[src/rtl/tile_operand_loader.sv]
// Serial fp16 word stream to registered 4x4 A/B operand tiles with a valid/ready handover.
// Optional shadow buffer for back-to-back pairs: define TILE_PINGPONG_EN.
module tile_operand_loader #(
    parameter int unsigned ELEM_W     = 16,
    parameter int unsigned TILE_ELEMS = 16
) (
    input  logic                         clk,
    input  logic                         rst,
    input  logic                         in_valid,
    output logic                         in_ready,
    input  logic [ELEM_W-1:0]            in_data,
    input  logic                         in_last,
    output logic [ELEM_W*TILE_ELEMS-1:0] a_tile,
    output logic [ELEM_W*TILE_ELEMS-1:0] b_tile,
    output logic                         tile_valid,
    input  logic                         tile_ready,
    output logic                         err_len
);

    localparam int unsigned CNT_W = $clog2(TILE_ELEMS);
    localparam logic [CNT_W-1:0] LAST_IDX = CNT_W'(TILE_ELEMS - 1);

    // HOLD doubles as "shadow complete" for the shadow fill phase.
    typedef enum logic [1:0] {
        FILL_A = 2'd0,
        FILL_B = 2'd1,
        HOLD   = 2'd2
    } state_t;

    state_t             state_q, state_d;
    logic [CNT_W-1:0]   count_q, count_d;
    logic [ELEM_W-1:0]  a_q [TILE_ELEMS];
    logic [ELEM_W-1:0]  a_d [TILE_ELEMS];
    logic [ELEM_W-1:0]  b_q [TILE_ELEMS];
    logic [ELEM_W-1:0]  b_d [TILE_ELEMS];
    logic               in_ready_q, in_ready_d;
    logic               tile_valid_q, tile_valid_d;
    logic               err_q, err_d;

`ifdef TILE_PINGPONG_EN
    state_t             sph_q, sph_d;
    logic [CNT_W-1:0]   scnt_q, scnt_d;
    logic [ELEM_W-1:0]  sa_q [TILE_ELEMS];
    logic [ELEM_W-1:0]  sa_d [TILE_ELEMS];
    logic [ELEM_W-1:0]  sb_q [TILE_ELEMS];
    logic [ELEM_W-1:0]  sb_d [TILE_ELEMS];
`endif

    logic               accept;
    logic               consume;
    state_t             cur_ph, ing_ph;
    logic [CNT_W-1:0]   cur_cnt, ing_cnt;
    logic               wr_a, wr_b, ing_err;

    // Word sequencing and framing, shared by the front and the shadow buffer.
    always_comb begin
        accept  = in_valid && in_ready_q;
        consume = tile_valid_q && tile_ready;
`ifdef TILE_PINGPONG_EN
        cur_ph  = (state_q == HOLD) ? sph_q  : state_q;
        cur_cnt = (state_q == HOLD) ? scnt_q : count_q;
`else
        cur_ph  = state_q;
        cur_cnt = count_q;
`endif
        ing_ph  = cur_ph;
        ing_cnt = cur_cnt;
        wr_a    = 1'b0;
        wr_b    = 1'b0;
        ing_err = 1'b0;
        if (accept) begin
            case (cur_ph)
                FILL_A: begin
                    if (in_last) begin
                        ing_err = 1'b1;
                        ing_ph  = FILL_A;
                        ing_cnt = '0;
                    end else begin
                        wr_a    = 1'b1;
                        ing_cnt = CNT_W'(cur_cnt + CNT_W'(1));
                        if (cur_cnt == LAST_IDX) begin
                            ing_ph = FILL_B;
                        end
                    end
                end
                FILL_B: begin
                    if (cur_cnt == LAST_IDX) begin
                        wr_b    = 1'b1;
                        ing_ph  = HOLD;
                        ing_cnt = '0;
                        ing_err = !in_last;
                    end else if (in_last) begin
                        ing_err = 1'b1;
                        ing_ph  = FILL_A;
                        ing_cnt = '0;
                    end else begin
                        wr_b    = 1'b1;
                        ing_cnt = CNT_W'(cur_cnt + CNT_W'(1));
                    end
                end
                default: ;
            endcase
        end
    end

    // Next-state and registered-output decode.
    always_comb begin
        state_d = state_q;
        count_d = count_q;
        a_d     = a_q;
        b_d     = b_q;
        err_d   = ing_err;
`ifdef TILE_PINGPONG_EN
        sph_d   = sph_q;
        scnt_d  = scnt_q;
        sa_d    = sa_q;
        sb_d    = sb_q;
`endif
        if (state_q != HOLD) begin
            state_d = ing_ph;
            count_d = ing_cnt;
            if (wr_a) begin
                a_d[cur_cnt] = in_data;
            end
            if (wr_b) begin
                b_d[cur_cnt] = in_data;
            end
        end else begin
`ifdef TILE_PINGPONG_EN
            sph_d  = ing_ph;
            scnt_d = ing_cnt;
            if (wr_a) begin
                sa_d[cur_cnt] = in_data;
            end
            if (wr_b) begin
                sb_d[cur_cnt] = in_data;
            end
            // Handover: a partial shadow keeps filling as the front buffer.
            if (consume) begin
                a_d     = sa_d;
                b_d     = sb_d;
                state_d = sph_d;
                count_d = (sph_d == HOLD) ? '0 : scnt_d;
                sph_d   = FILL_A;
                scnt_d  = '0;
            end
`else
            if (consume) begin
                state_d = FILL_A;
                count_d = '0;
            end
`endif
        end
`ifdef TILE_PINGPONG_EN
        in_ready_d = (state_d != HOLD) || (sph_d != HOLD);
`else
        in_ready_d = (state_d != HOLD);
`endif
        tile_valid_d = (state_d == HOLD);
    end

    always_ff @(posedge clk) begin
        if (rst) begin
            state_q      <= FILL_A;
            count_q      <= '0;
            in_ready_q   <= 1'b0;
            tile_valid_q <= 1'b0;
            err_q        <= 1'b0;
            for (int k = 0; k < int'(TILE_ELEMS); k++) begin
                a_q[k] <= '0;
                b_q[k] <= '0;
            end
        end else begin
            state_q      <= state_d;
            count_q      <= count_d;
            in_ready_q   <= in_ready_d;
            tile_valid_q <= tile_valid_d;
            err_q        <= err_d;
            a_q          <= a_d;
            b_q          <= b_d;
        end
    end

`ifdef TILE_PINGPONG_EN
    always_ff @(posedge clk) begin
        if (rst) begin
            sph_q  <= FILL_A;
            scnt_q <= '0;
            for (int k = 0; k < int'(TILE_ELEMS); k++) begin
                sa_q[k] <= '0;
                sb_q[k] <= '0;
            end
        end else begin
            sph_q  <= sph_d;
            scnt_q <= scnt_d;
            sa_q   <= sa_d;
            sb_q   <= sb_d;
        end
    end
`endif

    for (genvar k = 0; k < int'(TILE_ELEMS); k++) begin : g_flat
        assign a_tile[k*ELEM_W +: ELEM_W] = a_q[k];
        assign b_tile[k*ELEM_W +: ELEM_W] = b_q[k];
    end

    assign in_ready   = in_ready_q;
    assign tile_valid = tile_valid_q;
    assign err_len    = err_q;

endmodule

[config.mk]
export PLATFORM = sky130hd
export DESIGN_NAME = tile_operand_loader
export DESIGN_NICKNAME = d
export VERILOG_FILES = /design/src/rtl/tile_operand_loader.sv
export SDC_FILE = /design/constraint.sdc
export NUM_CORES = 1
export LEC_CHECK = 0
export CORE_AREA = 2 2 220 200
export CTS_CLUSTER_DIAMETER = 60
export DETAILED_ROUTE_END_ITERATION = 6
export DIE_AREA = 0 0 222 202
export GPL_TIMING_DRIVEN = 0
export HOLD_SLACK_MARGIN = 0.15
export PLACE_DENSITY = 0.78
export SYNTH_ARGS = -nofsm -noshare
export SYNTH_HDL_FRONTEND = slang
export SYNTH_SLANG_ARGS = --single-unit
[constraint.sdc]
create_clock -name clk -period 3.5 [get_ports clk]
set_input_delay 1.05 -clock clk [delete_from_list [all_inputs] [get_ports clk]]
set_output_delay 1.05 -clock clk [all_outputs]
set_load 0.05 [all_outputs]
# After elaboration in Yosys (flattened, before gate mapping)
# Cells that the tools add are included.
# totals
ff_bits,521
input_bits,21
out_inout_bits,515
wordCells,86
# classes
addsub,1
order_cmp,2
n_eq_ne,7
mux,27
n_bitwise,2
n_reduce_logical,10
# ops
operator,count
bitwise mux 256 bit,2
demux 16 bit (select 4 bit),1
2-to-1 mux 4 bit,5
2-to-1 mux 16 bit,1
2-to-1 mux 2 bit,7
2-to-1 mux 1 bit,8
one-hot mux 4 bit (2 select lines),1
"!= test 2 bit, second input constant",3
"greater-or-equal comparator 5 bit, second input constant",1
"less-than comparator 5 x 1 -> 1 bit, second input constant",1
inverter 4 -> 5 bit,1
"adder 4 x 1 -> 4 bit, second input constant",1
"equality test 4 bit, second input constant",1
one-hot mux 2 bit (2 select lines),1
AND reduction 2 bit,2
logical AND 1 bit,3
"!= test 3 x 1 -> 1 bit, second input constant",1
AND reduction 3 bit,1
"equality test 2 x 1 -> 1 bit, second input constant",1
"equality test 2 bit, second input constant",1
zero test 2 bit,1
one-hot mux 1 bit (2 select lines),1
nonzero test 2 bit,1
OR reduction 2 bit,1
2 further kinds,2

# Logic depth before layout (Yosys ltp)
# logic_depth
depth_word,7
depth_mapped,11
mapped_depth_nobuf,7

# Worst setup path after synthesis
# Ideal clock, no wire load.
# synth_timing
kind,register -> register
from,register count_q[0]
to,register b_q (netlist bit b_tile[122])
setup_ns,0.070
arrival_time_ns,2.420
required_ns,3.430
slack_ns,1.009
path_stages_with_launch,12
n_path_buf,4
synth_period_minus_slack_ns,2.491
path_cell_list,dfxtp_1 > ha_1 > and3_1 > buf_4 > inv_2 > buf_2 > ha_1 > nand4bb_1 > clkbuf_2 > buf_1 > o21ai_0 > a21oi_1
# synth_between
elab_chain_cells,6
word_cells_on_any_way,12
cone_classes,order compare (2); eq/ne (1); mux (6); bitwise (1); reduce/logical (2)
# synth_lines
element,line_no,source
start: declaration,31,"logic [CNT_W-1:0] count_q, count_d;"
start signal: assignment,175,count_q <= count_d;
inverter 4 -> 5 bit (implied by the code),126,b_d[cur_cnt] = in_data;
greater-or-equal comparator 5 bit (implied by the code) or less-than comparator 5 x 1 -> 1 bit (tied branches),126,
logical AND 1 bit (implied by the code),126,
2-to-1 mux 16 bit (implied by the code),126,
demux 16 bit (select 4 bit),126,
bitwise mux 256 bit,126,
end signal: indexed assignment,171,b_q[k] <= '0;
end signal: assignment,180,b_q <= b_d;
end: declaration,34,logic [ELEM_W-1:0] b_q [TILE_ELEMS];
# Parallel ways exist; a longest one is shown, timed or not.
# A chain may end at the register's enable or synchronous reset.

# Worst setup path after layout
# layout_timing
from,register count_q[0]
to,register b_q (netlist bit b_tile[64])
# The elaborated chain is that of the path after synthesis.

==> metrics.txt <==
Final Power ~12 mW; Post-CTS Setup Repair Bufs 0; r2r setup slk 0.24 ns; fillers about 3.5k; area grow syn2layout 37.7%; setup_tns 0 ns; CTS buffer count 53; period utilisation layout 93.0%; Clock Tree Buf Depth 3; first-pass detailed-route iteration total 6; CP max FO 10; crit path kind register to register; CTS Sinks around 520; final worst setup slack approximately 0.24 ns; die area between 40000 and 50000 um^2; Slew @ Worst Pin about 1.2 ns; CTS tree done; unrepaired setup endpoints after global routing false; crit path DAT between 3 and 4 ns; pre-CTS setup slack -0.213 ns; mux cell area share after synthesis less than 1%; largest net degree at the start of global routing 15; slew margin rel. 21.8%; placed cell area 26700 um^2; part of the Yosys area used for sequential elements 50.5%; via count around 23k; R2R Path Start count_q[0]; mean post-synth cell area approximately 8.4 um^2; Final ANT Viol Nets 0; skew final 0.0198 ns; Buffers on Ports around 540; FF-to-FF End b_tile[64]; Synth Area in Simple Gates roughly 15%; Worst Setup End Kind register; CTS clk-pin slew, worst paths roughly 0.070 ns; fin crit period between 3 and 4 ns; Yosys reg bits between 500 and 600; hold path cells 2; DRT iter0 DRCs about 3.6k; H-tree levels 2; Ys Warns 0; Vias/cell 6.34; Post-Synth Adder-Cell Area 0.303%; Synth Area in Compound Gates about a quarter; Starting Density between 40% and 50%; # DRC 0; width of the die approximately 220 um; design area 28500 um^2; Synth cell types 48; final wirelength between 90000 and 100000 um; drt wl/cell 25.6 um; CP startpoint kind register; first-pass GRT wire length ~140000 um; Hold Path Class register to register; initial antenna violation count 3; outcome finished clean; Syn Inst Count about 2.5k; most common cell after layout, fill and taps aside clkdlybuf4s50_1; Die Span Y between 200 and 250 um; cts hold-fix bufs 0; GPL Wtd Cong roughly 0.98; layout cells sized above 1 roughly 8.0%; worst endpoint required time ~4 ns; xor/xnor share of the synthesized area 0%; Setup-failing EPs final 0; Ports about 540; Tot GR Track Use about two fifths; most frequent cells in the layout 535 x clkdlybuf4s50_1, 521 x dfxtp_1, 498 x a21oi_1; DP Wirelength around 67000 um; Mapped Area approximately 21000 um^2; CTS Root Buffer Type clkbuf_16; vias in the first global route 21.5k; reg2reg path depth 11; hold slack roughly 0.47 ns; post-synth net total 2494; Fin. Hold Viols 0; largest family of logic cells by synthesized area compound AO/OA/AOI/OAI gates; clk_lat worst skew 0.60 ns; grt ovf 0; Core ar. roughly 43000 um^2; row cnt a little over 70; Max Freq 307 MHz; PwrDens roughly 440 nW/um^2; fin. max-slew vios 0; Hold EP a_tile[244]; maxcap violations 0; VDD IR max between 0.3 and 0.4 mV; Hold Path Origin a_tile[244]; nets approximately 3.1k; leakage power 9.11 nW
routing by layer:
| metal | track usage (%) | vias to the layer above | wire (um) |
|---|---|---|---|
| met2 | 61.3 | 1697 | 40800 |
| met3 | 11.5 | 338 | 12100 |
| met4 | 22.3 | 0 | 5690 |
| li1 | - | 10048 | - |
| met1 | 50.5 | 11072 | 34900 |
| met5 | 0 | - | 0 |
per-stage QoR:
| step | std cells | util [%] |
|---|---|---|
| final | 3654 | 66.8 |
| after CTS | 3653 | 66.8 |
| after global placement | 3558 | 62.7 |
| after global routing | 3654 | 66.8 |
| after detailed placement | 3558 | 62.7 |
| after floorplan | 2468 | - |
worst max-delay path by stage:
| stage | startpoint | endpoint | depth (start not counted) |
|---|---|---|---|
| detailed placement | rst | in_ready | 5 |
| floorplan | count_q[0] | b_tile[122] | 11 |
| CTS | count_q[0] | b_tile[54] | 11 |
| global placement | rst | in_ready | 5 |
| global route | count_q[1] | b_tile[78] | 11 |
| finish | count_q[0] | b_tile[64] | 11 |
cell type report:
class	count	area (um^2)	share of cell area, %
inverters	5	18.8	0.0660
multi-input cells	1605	8520	29.9
plain buffers	337	1690	5.95
flip-flops and latches	521	10400	36.7
clock inverters	19	191	0.673
well taps	555	694	2.44
repair buffers	535	5360	18.8
clock buffers	76	1550	5.43
diodes	1	2.50	0.00880
cells in the mapped netlist, drive strengths merged:
master   count  area [um^2]
o21bai       1         7.51
or4b         4         40.0
o21ai      482         2410
a21oi      498         2490
o22ai        1         6.26
nor2         3         13.8
nand2        1         3.75
and4         1         8.76
and4bb       5         62.6
mux2i       17          170
clkbuf     166          624
buf        171         1070
o2111a       1         11.3
o2111ai      1         8.76
a2111oi      1         15.0
nand4bb      5         56.3
or2          1         6.26
a31oi        1         6.26
and4b        3         30.0
and3         2         12.5
ha           5         62.6
o211a        1         10.0
nor3         4         31.3
nand3b       3         26.3
dfxtp      521        10400
o31ai       17          128
a2bb2oi      2         17.5
mux2         1         11.3
and3b        1         8.76
nor4b        4         68.8
nand2b      34          213
a22o         2         17.5
nor2b        1         6.26
nand3      483         2420
nand4b       2         17.5
inv          5         18.8
nand4       17          121
timing repair:
action / in CTS / in global routing
gates resized for setup: 0 / 3
setup endpoints to repair: 0 / 10
endpoints found under the hold margin: 0 / 0
registers in the layout (all words and copies together) (netlist names):
| name | cells |
|---|---|
| err_len | 1 |
| count_q | 4 |
| a_tile | 256 |
| b_tile | 256 |
| in_ready | 1 |
| cur_ph | 2 |
| tile_valid | 1 |
worst max-delay path, stage by stage (launching register included):
cell and delay, ns:
dfxtp_1 0.35, ha_1 0.33, and3_1 0.23, buf_4 0.16, inv_2 0.16, buf_2 0.27, ha_1 0.38, nand4bb_1 0.17
buf_2 0.34, clkbuf_1 0.37, o21ai_0 0.16, a21oi_1 0.21
kinds of logic after synthesis:
family	after synthesis
and+or+nand+nor	574
AOI/OAI and AO/OA	1008
muxes	18
adders and majority gates	5
DFF	521
buffers and inverters	342
power breakdown:
group	switching, mW	internal, mW	leakage, nW	total (mW)
clock	2.46	3.29	0.848	5.75
combinational	0.608	0.145	4.07	0.753
sequential	0.00881	5.94	4.20	5.95
No activity file was read; power rests on OpenSTA's default activity.
